## src/rtl/oipuf_64x4_top.sv

```systemverilog
// ---------------------------------------------------------------------------
// oipuf_64x4_top
// Deterministic clocked emulation of a TW-chain, ST-stage arbiter-style PUF.
// A rising edge on tigReg (while idle) latches the challenge and walks it
// through TW linear additive-delay chains, one stage per cycle from stage
// ST-1 down to 0. A final cycle adds the per-chain bias and registers the
// response and stability results together with a one-cycle valid pulse.
//
// Ports:
//   clk          in   rising-edge clock
//   rst          in   synchronous active-high reset
//   tigReg       in   evaluation trigger (0->1 while idle starts a run)
//   iC[ST]       in   challenge, captured on the start cycle
//   resp[TW]     out  per-chain response bits (delta > 0)
//   resp_xor     out  XOR of all response bits
//   stable       out  AND of all per-chain stability flags
//   stable_each  out  per-chain flags, |delta| >= THRESH
//   valid        out  one-cycle pulse when the results update
//
// Configuration macro: OIPUF_STABILITY_EN
//   defined   : |delta| comparators are built and drive stable_each/stable.
//   undefined : comparators are removed; stable_each becomes all ones and
//               stable becomes 1 at the first FINAL after reset.
// ---------------------------------------------------------------------------
module oipuf_64x4_top #(
  parameter int TW     = 4,
  parameter int ST     = 64,
  parameter int THRESH = 64
) (
  input  logic          clk,
  input  logic          rst,
  input  logic          tigReg,
  input  logic [ST-1:0] iC,
  output logic [TW-1:0] resp,
  output logic          resp_xor,
  output logic          stable,
  output logic [TW-1:0] stable_each,
  output logic          valid
);

  localparam int IW = (ST > 1) ? $clog2(ST) : 1;
  localparam logic signed [15:0] THR = 16'(THRESH);

  typedef enum logic [1:0] {
    S_IDLE  = 2'd0,
    S_RUN   = 2'd1,
    S_FINAL = 2'd2
  } state_t;

  // Stage weight: ((i+1)*(2k+3)*29 mod 255) - 127, range -127..127.
  function automatic logic signed [15:0] weight(input int k, input int i);
    int v;
    v = (((i + 1) * (2 * k + 3) * 29) % 255) - 127;
    return 16'(v);
  endfunction

  // Per-chain bias: 8k - 12.
  function automatic logic signed [15:0] bias(input int k);
    return 16'(8 * k - 12);
  endfunction

  // Margin check: a chain is stable when its delay difference is far from 0.
  function automatic logic is_stable(input logic signed [15:0] d);
    return (d >= THR) || (d <= -THR);
  endfunction

  state_t                r_state;
  state_t                w_next;
  logic                  r_tig_prev;
  logic [ST-1:0]         r_ch;
  logic [IW-1:0]         r_idx;
  logic                  r_sign;
  logic signed [15:0]    r_acc      [TW];
  logic signed [15:0]    w_acc_next [TW];
  logic signed [15:0]    w_delta    [TW];
  logic signed [15:0]    w_w        [TW][ST];
  logic signed [15:0]    w_step;
  logic                  w_sign_next;
  logic                  w_start;
  logic [TW-1:0]         w_resp;
  logic [TW-1:0]         w_stab;

  // Constant weight table, one entry per chain and stage.
  for (genvar gk = 0; gk < TW; gk++) begin : g_chain
    for (genvar gi = 0; gi < ST; gi++) begin : g_stage
      assign w_w[gk][gi] = weight(gk, gi);
    end
  end

  assign w_start = tigReg & ~r_tig_prev & (r_state == S_IDLE);

  // FSM state register.
  always_ff @(posedge clk) begin
    if (rst) begin
      r_state <= S_IDLE;
    end else begin
      r_state <= w_next;
    end
  end

  // FSM next-state logic: IDLE -> RUN (ST cycles) -> FINAL -> IDLE.
  always_comb begin
    w_next = r_state;
    case (r_state)
      S_IDLE: begin
        if (w_start) w_next = S_RUN;
        else         w_next = S_IDLE;
      end
      S_RUN: begin
        if (r_idx == {IW{1'b0}}) w_next = S_FINAL;
        else                     w_next = S_RUN;
      end
      S_FINAL: w_next = S_IDLE;
      default: w_next = S_IDLE;
    endcase
  end

  // Stage step and finalize arithmetic for all chains in parallel.
  // The running sign is the parity of iC[idx..ST-1]; odd parity means phi=-1.
  always_comb begin
    w_sign_next = r_sign ^ r_ch[r_idx];
    w_step      = 16'sd0;
    w_resp      = {TW{1'b0}};
    w_stab      = {TW{1'b0}};
    for (int k = 0; k < TW; k++) begin
      w_step        = w_sign_next ? -w_w[k][r_idx] : w_w[k][r_idx];
      w_acc_next[k] = r_acc[k] + w_step;
      w_delta[k]    = r_acc[k] + bias(k);
      w_resp[k]     = (w_delta[k] > 16'sd0);
`ifdef OIPUF_STABILITY_EN
      w_stab[k]     = is_stable(w_delta[k]);
`else
      w_stab[k]     = 1'b1;
`endif
    end
  end

  // Datapath and registered outputs: capture, accumulate, finalize.
  always_ff @(posedge clk) begin
    if (rst) begin
      r_tig_prev  <= 1'b0;
      r_ch        <= {ST{1'b0}};
      r_idx       <= {IW{1'b0}};
      r_sign      <= 1'b0;
      for (int k = 0; k < TW; k++) r_acc[k] <= 16'sd0;
      resp        <= {TW{1'b0}};
      resp_xor    <= 1'b0;
      stable      <= 1'b0;
      stable_each <= {TW{1'b0}};
      valid       <= 1'b0;
    end else begin
      r_tig_prev <= tigReg;
      valid      <= 1'b0;
      if (w_start) begin
        r_ch   <= iC;
        r_sign <= 1'b0;
        r_idx  <= IW'(ST - 1);
        for (int k = 0; k < TW; k++) r_acc[k] <= 16'sd0;
      end else if (r_state == S_RUN) begin
        r_sign <= w_sign_next;
        for (int k = 0; k < TW; k++) r_acc[k] <= w_acc_next[k];
        if (r_idx != {IW{1'b0}}) r_idx <= r_idx - IW'(1);
        else                     r_idx <= r_idx;
      end else if (r_state == S_FINAL) begin
        resp        <= w_resp;
        resp_xor    <= ^w_resp;
        stable_each <= w_stab;
        stable      <= &w_stab;
        valid       <= 1'b1;
      end else begin
        r_idx <= r_idx;
      end
    end
  end

endmodule

```

## config.mk

```make
export PLATFORM = sky130hd
export DESIGN_NAME = oipuf_64x4_top
export DESIGN_NICKNAME = d
export VERILOG_FILES = /design/src/rtl/oipuf_64x4_top.sv
export SDC_FILE = /design/constraint.sdc
export NUM_CORES = 1
export LEC_CHECK = 0
export ABC_AREA = 1
export BUFFER_PORTS_ARGS = -buffer_cell sky130_fd_sc_hd__buf_2
export CAP_MARGIN = 20
export CORE_ASPECT_RATIO = 0.8
export CORE_MARGIN = 5
export CORE_UTILIZATION = 45
export CTS_CLUSTER_DIAMETER = 60
export CTS_CLUSTER_SIZE = 14
export DETAILED_ROUTE_END_ITERATION = 16
export HOLD_SLACK_MARGIN = 0.05
export PLACE_DENSITY_LB_ADDON = 0.08
export SETUP_SLACK_MARGIN = 0.05
export SYNTH_ARGS = -nofsm -noshare
export SYNTH_HDL_FRONTEND = slang
export SYNTH_SLANG_ARGS = --single-unit
```

## constraint.sdc

```tcl
create_clock -name clk -period 10.9 [get_ports clk]
set_input_delay 0.545 -clock clk [delete_from_list [all_inputs] [get_ports clk]]
set_output_delay 0.545 -clock clk [all_outputs]
set_load 0.01 [all_outputs]
```

### Yosys cells after proc, flatten, opt, wreduce, memory -nomap -nowiden

Memories as Yosys holds them, arrays and structs flattened.
Index checks and enable logic that the tools add are counted.

| word-level totals | value |
|---|---|
| register bits | 82 |
| latch bits | 0 |
| bits in writable memories | 64 |
| bits in read-only memories | 4096 |
| input port bits | 67 |
| output and inout bits | 11 |
| logic and storage cells | 99 |
| memories | 5 |

Memories:

| name | words | width | read ports | clocked after Yosys merged registers in | write ports | line | text |
|---|---|---|---|---|---|---|---|
| (no name shown) | 64 | 16 | 1 | 0 | 0 | 126 | `w_step = w_sign_next ? -w_w[k][r_idx] : w_w[k][r_idx];` |
| (no name shown) | 64 | 16 | 1 | 0 | 0 | 126 |  |
| (no name shown) | 64 | 16 | 1 | 0 | 0 | 126 |  |
| (no name shown) | 64 | 16 | 1 | 0 | 0 | 126 |  |
| r_acc | 4 | 16 | 4 | 0 | 4 | 73 | `logic signed [15:0] r_acc [TW];` |

| cells by class | value |
|---|---|
| add/subtract/negate cells | 13 |
| multiply operators | 0 |
| div/mod/pow operators | 0 |
| magnitude comparators | 6 |
| equal/unequal tests | 2 |
| shift operators | 0 |
| mux-type cells | 38 |
| bitwise operators | 15 |
| reduce and logical (&&, ||, !) cells | 10 |

Operators with widths:

| operator | number |
|---|---|
| $mux W16 | 20 |
| $add A16 B16 Y16 | 4 |
| $gt A16 B1 Y1 const B | 4 |
| $neg A16 Y16 | 4 |
| $add A16 B5 Y16 const B | 2 |
| $mux W6 | 3 |
| $add A16 B3 Y16 const B | 1 |
| $add A16 B4 Y16 const B | 1 |
| $mux W1 | 12 |
| $or A1 B1 Y1 | 8 |
| $ge A7 B7 Y1 const B | 1 |
| $lt A6 B7 Y1 const B | 1 |
| $not A6 Y7 | 1 |
| $bmux W1 S6 | 1 |
| $logic_not A6 Y1 | 1 |
| $reduce_bool A6 Y1 | 1 |
| $sub A6 B1 Y6 const B | 1 |
| $pmux W2 S2 | 1 |
| $reduce_bool A2 Y1 | 2 |
| $reduce_xor A4 Y1 | 1 |
| $not A1 Y1 | 3 |
| $reduce_and A3 Y1 | 1 |
| $reduce_or A3 Y1 | 1 |
| $and A1 B1 Y1 | 2 |
| 7 further kinds | 7 |

### Depth between registers and ports, before layout

Gate-level depths: netlist of run 1.

| logic depth | value |
|---|---|
| word-level depth | 8 |
| depth in mapped cells | 35 |
| depth with buffers taken out | 32 |

### Least setup slack after synthesis of run 1

Ideal clock, no wire load.

| timing | value |
|---|---|
| kind | register -> register |
| start point | register r_idx[0] |
| end point | memory r_acc[3][15] (data pin) |
| library setup time | 0.253 ns |
| arrival time | 4.069 ns |
| slack | 6.579 ns |
| stages on the path, launching flop included | 29 |
| path buffers | 3 |
| clock period less this slack | 4.321 ns |
| path through | dfxtp_1 buf_6 inv_4 buf_6 buf_6 ha_1 nand2_1 nand2_1 nand2_1 clkinv_1 o21ai_1 a221oi_2 ha_1 nand2_1 nor2_1 nor2_1 xnor2_1 ha_1 a21oi_1 inv_1 a31oi_1 o21ai_0 a31oi_1 o21ai_0 nand2_1 o21ai_0 nand2_1 nand2_1 nor2_1 |

RTL lines:

| what | line | text |
|---|---|---|
| start: declaration | 71 | `logic [IW-1:0] r_idx;` |
| start signal: assignment | 143 | `r_idx <= {IW{1'b0}};` |
| start signal: assignment | 157 | `r_idx <= IW'(ST - 1);` |
| start signal: assignment | 162 | `if (r_idx != {IW{1'b0}}) r_idx <= r_idx - IW'(1);` |
| end: declaration | 73 |  |

==> results of run 1 <==
through the flow:
step / power [mW] / hold WS, ns
detailed placement: 2.54 / 0.467
global route: 3.49 / 0.287
finish: 3.18 / 0.301
floorplan: 2.13 / 0.450
CTS: 3.17 / 0.282
global placement: 2.53 / 0.463
registers in the layout, indices dropped and copies added (netlist names):
name,flops
r_state,2
r_acc,64
resp_xor,1
stable_each,1
r_tig_prev,1
resp,4
r_idx,6
r_sign,1
r_ch,64
valid,1
power by group through the flow:
| stage | registers (mW) | clock network (mW) | logic (mW) |
|---|---|---|---|
| final | 0.687 | 0.618 | 1.87 |
| after global routing | 0.696 | 0.656 | 2.14 |
| after floorplan | 0.687 | 0 | 1.44 |
| after CTS | 0.687 | 0.631 | 1.85 |
| after detailed placement | 0.699 | 0 | 1.84 |
| after global placement | 0.699 | 0 | 1.84 |
worst paths after layout:
check,end,slack (ns),cells after the start
hold / removal,r_ch[13],0.30,3
setup reg to reg,r_acc[3][15],5.51,23
hold reg to reg,r_ch[5],0.48,2
setup / recovery,r_acc[3][15],5.51,23
metal layers:
metal  vias up  share of wire, %
met4         0               1.3
met3        40               6.5
met1      5266                50
li1       5889                 -
met5         -                 0
met2       416                42
final cells by class:
type / count / area [sq um] / area share [%]
flip-flops and latches: 145 / 3380 / 26.1
inverters: 245 / 932 / 7.19
repair buffers: 91 / 494 / 3.81
well taps: 357 / 447 / 3.45
clock buffers: 18 / 439 / 3.39
clock inverters: 14 / 169 / 1.30
multi-input cells: 1279 / 7090 / 54.7
cell families (layout without fill, tap and decap cells):
group | Yosys count | after routing | share of synthesized area, %
compound gates | 431 | 431 | 21.3
xor+xnor | 27 | 27 | 2.01
fa+ha+maj | 95 | 95 | 10.3
buf+inv | 313 | 368 | 11.2
flops | 145 | 145 | 28.7
simple gates | 726 | 726 | 26.4
placed cells by master, fill, tap and decap left out, types with 5 or more instances in the layout:
master	instances
a21oi_1	147
a22o_1	16
a31oi_1	17
buf_2	77
buf_4	13
clkbuf_16	17
dfxtp_1	97
edfxtp_1	48
ha_1	91
inv_1	229
inv_2	9
nand2_1	409
nand2_2	11
nand3_1	109
nand4_1	12
nor2_1	124
nor2_2	10
nor3_1	15
nor4_1	6
o2111ai_1	7
o211ai_1	14
o21a_1	8
o21ai_0	159
o21ai_1	11
o21ai_2	7
o221ai_1	5
o22ai_1	5
or2_2	10
xnor2_1	8
xor2_1	19
worst max-delay path, cell delays in order, from the launching register on:
cell and delay (ns):
dfxtp_1 0.32, buf_4 0.45, inv_2 0.04, buf_4 0.29, nor2_1 0.68, nand2_1 0.19
nand3_2 0.15, nand2_2 0.07, nand2_2 0.10, nand2_4 0.22, inv_2 0.38, o21ai_0 0.22
ha_1 0.33, nand3_1 0.07, nand2_1 0.12, a31oi_1 0.15, o21ai_0 0.29, a31oi_1 0.17
o21ai_0 0.32, nand2_1 0.11, o21ai_0 0.25, nand2_1 0.08, nand2_1 0.06, nor2_1 0.05
==> summary.md, run 1 <==
| Metric | Value |
|---|---|
| Outcome | finished clean |
| Ant. Diodes | 0 |
| Antenna Violating Nets Remaining | 0 |
| Drt initial violations | approximately 1200 |
| Std-Cell Core Area | 0.0261 sq mm |
| Fin crit share | between 40% and 50% |
| GPL Wtd Cong | 0.978 |
| Switching pwr | about 1.6 mW |
| Post-synth top area share | between 10% and 20% |
| Util after Layout | between 40% and 50% |
| Number of flops mapped to enable cells by yosys | 48 |
| GRT Max-Usage Layer | met1 |
| Most frequent cell after synthesis | nand2_1 |
| CTS buffer count | 17 |
| Synth Cell Area | approximately 0.012 sq mm |
| Row count | 53 |
| Leak | 6.21 nW |
| P per Cell Area | 245 mW/mm^2 |
| Initial antenna violation count | 0 |
| Pre-antenna DRT Iters | 6 |
| WL/cell | approximately 16 microns |
| RSZ-0062 raised after global routing | no |
| Die X | around 190 microns |
| Min Tclk post-route | around 5.4 ns |
| H-Tree Depth | 4 |
| Vias | approximately 12000 |
| Via density | 5.40 |
| Mapped Cells | about 1700 |
| Worst-Margin Slew | a little over 0.9 ns |
| Hold Vio Cnt, Final | 0 |
| Clk_lat worst skew | 0.44 ns |
| Synth top area cells | dfxtp_1 16%, nand2_1 13%, edfxtp_1 12% |
| Crit Path Max Fanout | 50 |
| VDD IR max | between 0.1 and 0.15 mV |
| Post-synthesis async set-or-reset flop share | 0% |
| Comb pwr share | between 50% and 60% |
| Clock transition at path regs | approximately 0.070 ns |
| Die ar. | 0.0296 sq mm |
| Post-synthesis sequential area ratio | between 20 and 30% |
| Synth Register Bits | 145 |
| Layout cells sized above 1 | about 11% |
| Vias in the first global route | approximately 11000 |
| Met3 Usage GRT | under 10% |
| Routed WL | 34600 microns |
| Max Freq | approximately 0.19 GHz |
| Finished Layout Cells | roughly 2100 |
| Net Count, Synth | between 1500 and 2000 |
| DIE HEIGHT | between 150 and 200 microns |
| PostCTS Resize Cnt | 0 |
| M1 GR Usage | between 30 and 40% |
| Layout Nets | about 1900 |
| Hold WC Path Type | input port to register |
| Pins Over Slew Limit | 0 |
| Setup violations, final | 0 |
| First-pass GRT wire length | 57100 microns |
| Post-DP HPWL | between 20000 and 30000 microns |
| Final WS setup | around 5.5 ns |
| Synth Flop Type | dfxtp_1 |
| Cts hold-fix bufs | 0 |
| Synth cell types | 62 |
| Dpl ws | 5.67 ns |
| Most frequent cells after synthesis | 409 x nand2_1, 229 x inv_1, 159 x o21ai_0, 147 x a21oi_1, 125 x nor2_1 |
| GRT Total Usage | 23.7% |
| Placed instance count | about 2100 |
| Root Driver | clkbuf_16 |
| Setup tns final | 0 ns |
| Arrival time at the worst endpoint | 5.59 ns |
| Worst reg2reg startpoint | r_idx[3] |
| CP Capture Type | register |
| Register share of total power | about 22% |
| Pint | around 1.6 mW |
| Syn_area_per_cell | between 6 and 7 sq um |
| CTS tree | yes |
| Synth-to-Final Area Change | 9.88% |
| Clock network fraction of design power | 19.4% |
| Critical Path Source | r_idx[3] |
| Total clock sinks | 145 |
| Total grt overflow | 0 |
| YS warnings | 0 |
| Synth area leader | dfxtp_1 |
| Sw Ratio | around half |
| Initial Util | 45.3% |
| Ports | 78 |
| Clock Path Buffers | 2 |
| Post-route clock skew | roughly 0.012 ns |
| Max-cap viol count | 0 |
| CP Launch Type | register |
| Layout fillers | around 2700 |
| Worst Hold Launch | iC[13] |
| Largest net degree at the start of global routing | 80 |
| Placed instance area | about 0.012 sq mm |
| M2 GR Usage | between 30% and 40% |
| Fin area | 0.0130 sq mm |
| CP Class | register to register |
| Crit path required time | about 11 ns |
| Post-CTS setup buffer count | 0 |
| IO Port Bufs | 77 |
| Drt drc | 0 |
| Rel. slew slack | 38.7% |
No activity file was read; power rests on OpenSTA's default activity.
==> inputs of run 2 (changes only) <==
ABC_AREA = 0   (was 1)
clock period = 5.6 ns   (was 10.9 ns; I/O delays follow)
==> run 2 against run 1 <==
Effect of this change:
- die area rose by 2.6%
- first-iteration DRC count fell by 19%
- fmax rose by 0.15%
- core utilization rose by 1.1 points
- non-clock buffer count rose by 32
- clock-buffer cell count fell by 1
- critical path depth fell by 4
- area after synthesis rose by 2.8%
- critical endpoint is now r_acc[0][15]
- largest cell class unchanged
==> summary.md, run 2 <==
| Metric | Value |
|---|---|
| Outcome | finished clean (unchanged) |
| P per Cell Area | 431 mW/mm^2 (was 245 mW/mm^2) |
| Post-synthesis sequential area ratio | 27.9% (was 28.7%) |
| Root Driver | clkbuf_16 (unchanged) |
| Synth Register Bits | 145 (unchanged) |
| Initial antenna violation count | 0 (unchanged) |
| Dpl ws | 0.0216 ns (was 5.67 ns) |
| Synth area leader | dfxtp_1 (unchanged) |
| VDD IR max | 0.239 mV (was 0.122 mV) |
| Most frequent cell after synthesis | nand2_1 (unchanged) |
| First-pass GRT wire length | 56500 microns (was 57100 microns) |
| Synth cell types | 85 (was 62) |
| Post-route clock skew | 0.0105 ns (was 0.0116 ns) |
| GPL Wtd Cong | 0.921 (was 0.978) |
| Initial Util | 45.9% (was 45.3%) |
| Drt drc | 0 (unchanged) |
| Number of flops mapped to enable cells by yosys | 48 (unchanged) |
| Design Power | 5.78 mW (was 3.18 mW) |
| Die ar. | 0.0303 sq mm (was 0.0296 sq mm) |
| Arrival time at the worst endpoint | 5.56 ns (was 5.59 ns) |
| Final WS setup | 0.214 ns (was 5.51 ns) |
| Vias in the first global route | 10600 (was 10900) |
| GRT Total Usage | 22.5% (was 23.7%) |
| Largest registers | r_acc: 64 flops, r_ch: 64 flops, r_idx: 6 flops (unchanged) |
| Min Tclk post-route | 5.39 ns (about the same) |
| Worst reg-to-reg path cell count | 19 (was 23) |
| Util after Layout | 50.8% (was 49.7%) |
| Setup violations, final | 0 (unchanged) |
| Largest net degree at the start of global routing | 71 (was 80) |
| Crit path required time | 5.78 ns (was 11.10 ns) |
| Hold Vio Cnt, Final | 0 (unchanged) |
| Layout Nets | 1731 (was 1941) |
| Total clock sinks | 145 (unchanged) |
| Hold EP | r_ch[10] (was r_ch[13]) |
| Layout fillers | 2691 (was 2672) |
| CP Class | register to register (unchanged) |
| Commonest non-fill, non-tap cell in the layout | nand2_1 (unchanged) |
| CTS buffer count | 17 (unchanged) |
| Clock transition at path regs | 0.07 ns (about the same) |
| CP Capture Type | register (unchanged) |
| Fin crit share | 96.2% (was 49.5%) |
| Ports | 78 (unchanged) |
| Routed WL | 34400 microns (was 34600 microns) |
| Synth-to-Final Area Change | 10.6% (was 9.88%) |
| Clock Path Buffers | 2 (unchanged) |
| Antenna Violating Nets Remaining | 0 (unchanged) |
| Reg-to-Reg End | r_acc[0][15] (was r_acc[3][15]) |
| Slowest CP cell | or4_4 (was nor2_1) |
| Die X | 194 microns (was 191 microns) |
| Ant. Diodes | 0 (unchanged) |
| Layout cells sized above 1 | 14.6% (was 10.9%) |
| Finished Layout Cells | 1939 (was 2149) |
| RSZ-0062 raised after global routing | yes (was no) |
| Worst-Margin Slew | 1.13 ns (was 0.917 ns) |
| Max-cap viol count | 0 (unchanged) |
| Pins Over Slew Limit | 0 (unchanged) |
| CP Launch Type | register (unchanged) |
| CTS tree | yes (unchanged) |
| Mapped Cells | 1539 (was 1737) |
| IO Port Bufs | 77 (unchanged) |
| Net Count, Synth | 1701 (was 1899) |
| Post-synth top area share | 16.0% (was 16.5%) |
| Most frequent cells in the layout | 231 x nand2_1, 173 x a21oi_1, 155 x nor2_1 (was 409 x nand2_1, 229 x inv_1, 159 x o21ai_0) |
| Max Freq | 0.186 GHz (was 0.185 GHz) |
| Row count | 53 (unchanged) |
| Pre-antenna DRT Iters | 5 (was 6) |
| Setup tns final | 0 ns (unchanged) |
| YS warnings | 0 (unchanged) |
| H-Tree Depth | 4 (unchanged) |
| Area of the multi-input gates | 0.00807 sq mm (was 0.00709 sq mm) |
| Total grt overflow | 0 (unchanged) |
| Synth Cell Area | 0.0121 sq mm (was 0.0118 sq mm) |
| Hold WC Path Type | input port to register (unchanged) |
| Std-Cell Core Area | 0.0264 sq mm (was 0.0261 sq mm) |
| Vias | 11200 (was 11600) |
| Post-DP HPWL | 24500 microns (was 25100 microns) |
| Crit Path Max Fanout | 13 (was 50) |
| CP peak stage delay | 0.52 ns (was 0.68 ns) |
| Drt initial violations | 1013 (was 1243) |
| Synth Flop Type | dfxtp_1 (unchanged) |
| Placed instance count | 1904 (was 2117) |
| Worst reg2reg startpoint | r_idx[1] (was r_idx[3]) |
| Most frequent cells after synthesis | 232 x nand2_1, 175 x a21oi_1, 155 x nor2_1, 97 x dfxtp_1 (was 409 x nand2_1, 229 x inv_1, 159 x o21ai_0, 147 x a21oi_1, 125 x nor2_1) |
| Via density | 5.77 (was 5.40) |
| Clk_lat worst skew | 0.44 ns (about the same) |
| Seq. cell area | 0.00340 sq mm (was 0.00338 sq mm) |
| Synth top area cells | dfxtp_1 16%, edfxtp_1 12%, ha_1 9.4% (was dfxtp_1 16%, nand2_1 13%, edfxtp_1 12%) |
| Rel. slew slack | 23.7% (was 38.7%) |
| Syn_area_per_cell | 7.88 sq um (was 6.79 sq um) |
| Min-Delay Path Depth | 3 (unchanged) |
| Worst Hold Launch | iC[10] (was iC[13]) |
| Post-synthesis async set-or-reset flop share | 0% (unchanged) |
| Most common cell on crit path | ha_1 (was nand2_1) |
| Critical-path cell list | inv_1 > ha_2 > inv_1 > ha_1 > mux4_2 > mux2i_1 > and3_1 > nand2_1 > or4_4 > ha_1 > o21ai_0 > ha_1 > nand2_1 > o31ai_2 > nand3_1 > a31oi_1 > o41ai_2 > a21oi_1 > nor3b_1 (was buf_4 > inv_2 > buf_4 > nor2_1 > nand2_1 > nand3_2 > nand2_2 > nand2_2 > nand2_4 > inv_2 > o21ai_0 > ha_1 > nand3_1 > nand2_1 > a31oi_1 > o21ai_0 > a31oi_1 > o21ai_0 > nand2_1 > o21ai_0 > nand2_1 > nand2_1 > nor2_1) |
| Register-to-register setup slack | 0.21 ns (was 5.51 ns) |
| Leak | 5.34 nW (was 6.21 nW) |
| WL/cell | 17.7 microns (was 16.1 microns) |
| DIE HEIGHT | 157 microns (was 155 microns) |
==> run 2: cell count changes in the layout (fill, tap and decap cells not counted), moves of 26 or more <==
cell	previous run	this run
nor2_1	124	155
nand3_1	109	39
a21oi_1	147	173
xnor2_1	8	53
o21ai_0	159	87
inv_1	229	33
nand2_1	409	231
buf_4	13	42
==> run 2: layer usage <==
layer	track usage [%]	share of wire, %	up-vias
li1	-	-	5593
met1	32.8	49	5234
met2	34.5	44	331
met3	4.46	6.2	35
met4	5.66	1.5	0
met5	0	0	-
==> run 2: what timing repair did <==
action	in CTS	in global routing
gates resized for setup	2	23
hold endpoints to repair	1	0
endpoints found under the setup margin	2	17
setup buffers	0	1
hold buffers	1	0
==> run 2: final cells by class <==
class                           count  share of cell area, %
Clock buffer                       17                   3.17
Clock inverter                     15                   1.21
Inverter                           37                   1.06
Multi-Input combinational cell   1245                   60.2
Sequential cell                   145                   25.3
Tap cell                          357                   3.33
Timing Repair Buffer              123                   5.68
==> run 2: report_power, final <==
part | leakage (nW) | internal [mW] | switching, mW | total, mW
sequential | 1.32 | 1.22 | 0.114 | 1.34
combinational | 3.72 | 1.38 | 1.91 | 3.28
clock | 0.292 | 0.601 | 0.561 | 1.16
total | 5.34 | 3.20 | 2.58 | 5.78
==> run 2: cells by family after synthesis <==
group / count (synthesis) / share of synthesized area [%]
buffers and inverters: 149 / 6.18
AO/OA/AOI/OAI: 465 / 23.7
flip-flops: 145 / 27.9
multiplexers: 40 / 5.43
AND/OR/NAND/NOR: 567 / 20.9
XOR/XNOR: 78 / 5.81
adder cells (fa/ha/maj): 95 / 10.1
==> run 2: critical path, delay by kind of cell, from the launching register on <==
family | cells | cell delay, ns
flops | 1 | 0.42
compound gates | 5 | 1.02
simple gates | 6 | 1.16
buf+inv | 2 | 0.40
mux | 2 | 0.84
fa+ha+maj | 4 | 1.27
==> run 2: worst max-delay path by stage <==
stage               startpoint           end  slack [ns]  cells past startpoint
CTS                   r_idx[1]  r_acc[0][15]       0.005                     18
floorplan             r_idx[0]  r_acc[0][15]        0.21                     23
finish                r_idx[1]  r_acc[0][15]        0.21                     19
global placement      r_idx[1]  r_acc[0][15]       -0.09                     21
detailed placement    r_idx[1]  r_acc[0][15]        0.02                     18
global route          r_idx[1]  r_acc[0][15]        0.05                     19
==> run 2: per-stage QoR <==
step	area (sq um)	hold WS, ns
6_report	13400	0.0711
5_1_grt	13400	0.0538
4_1_cts	13300	0.0514
3_5_place_dp	12700	0.445
3_3_place_gp	12700	0.442
2_1_floorplan	12100	0.408
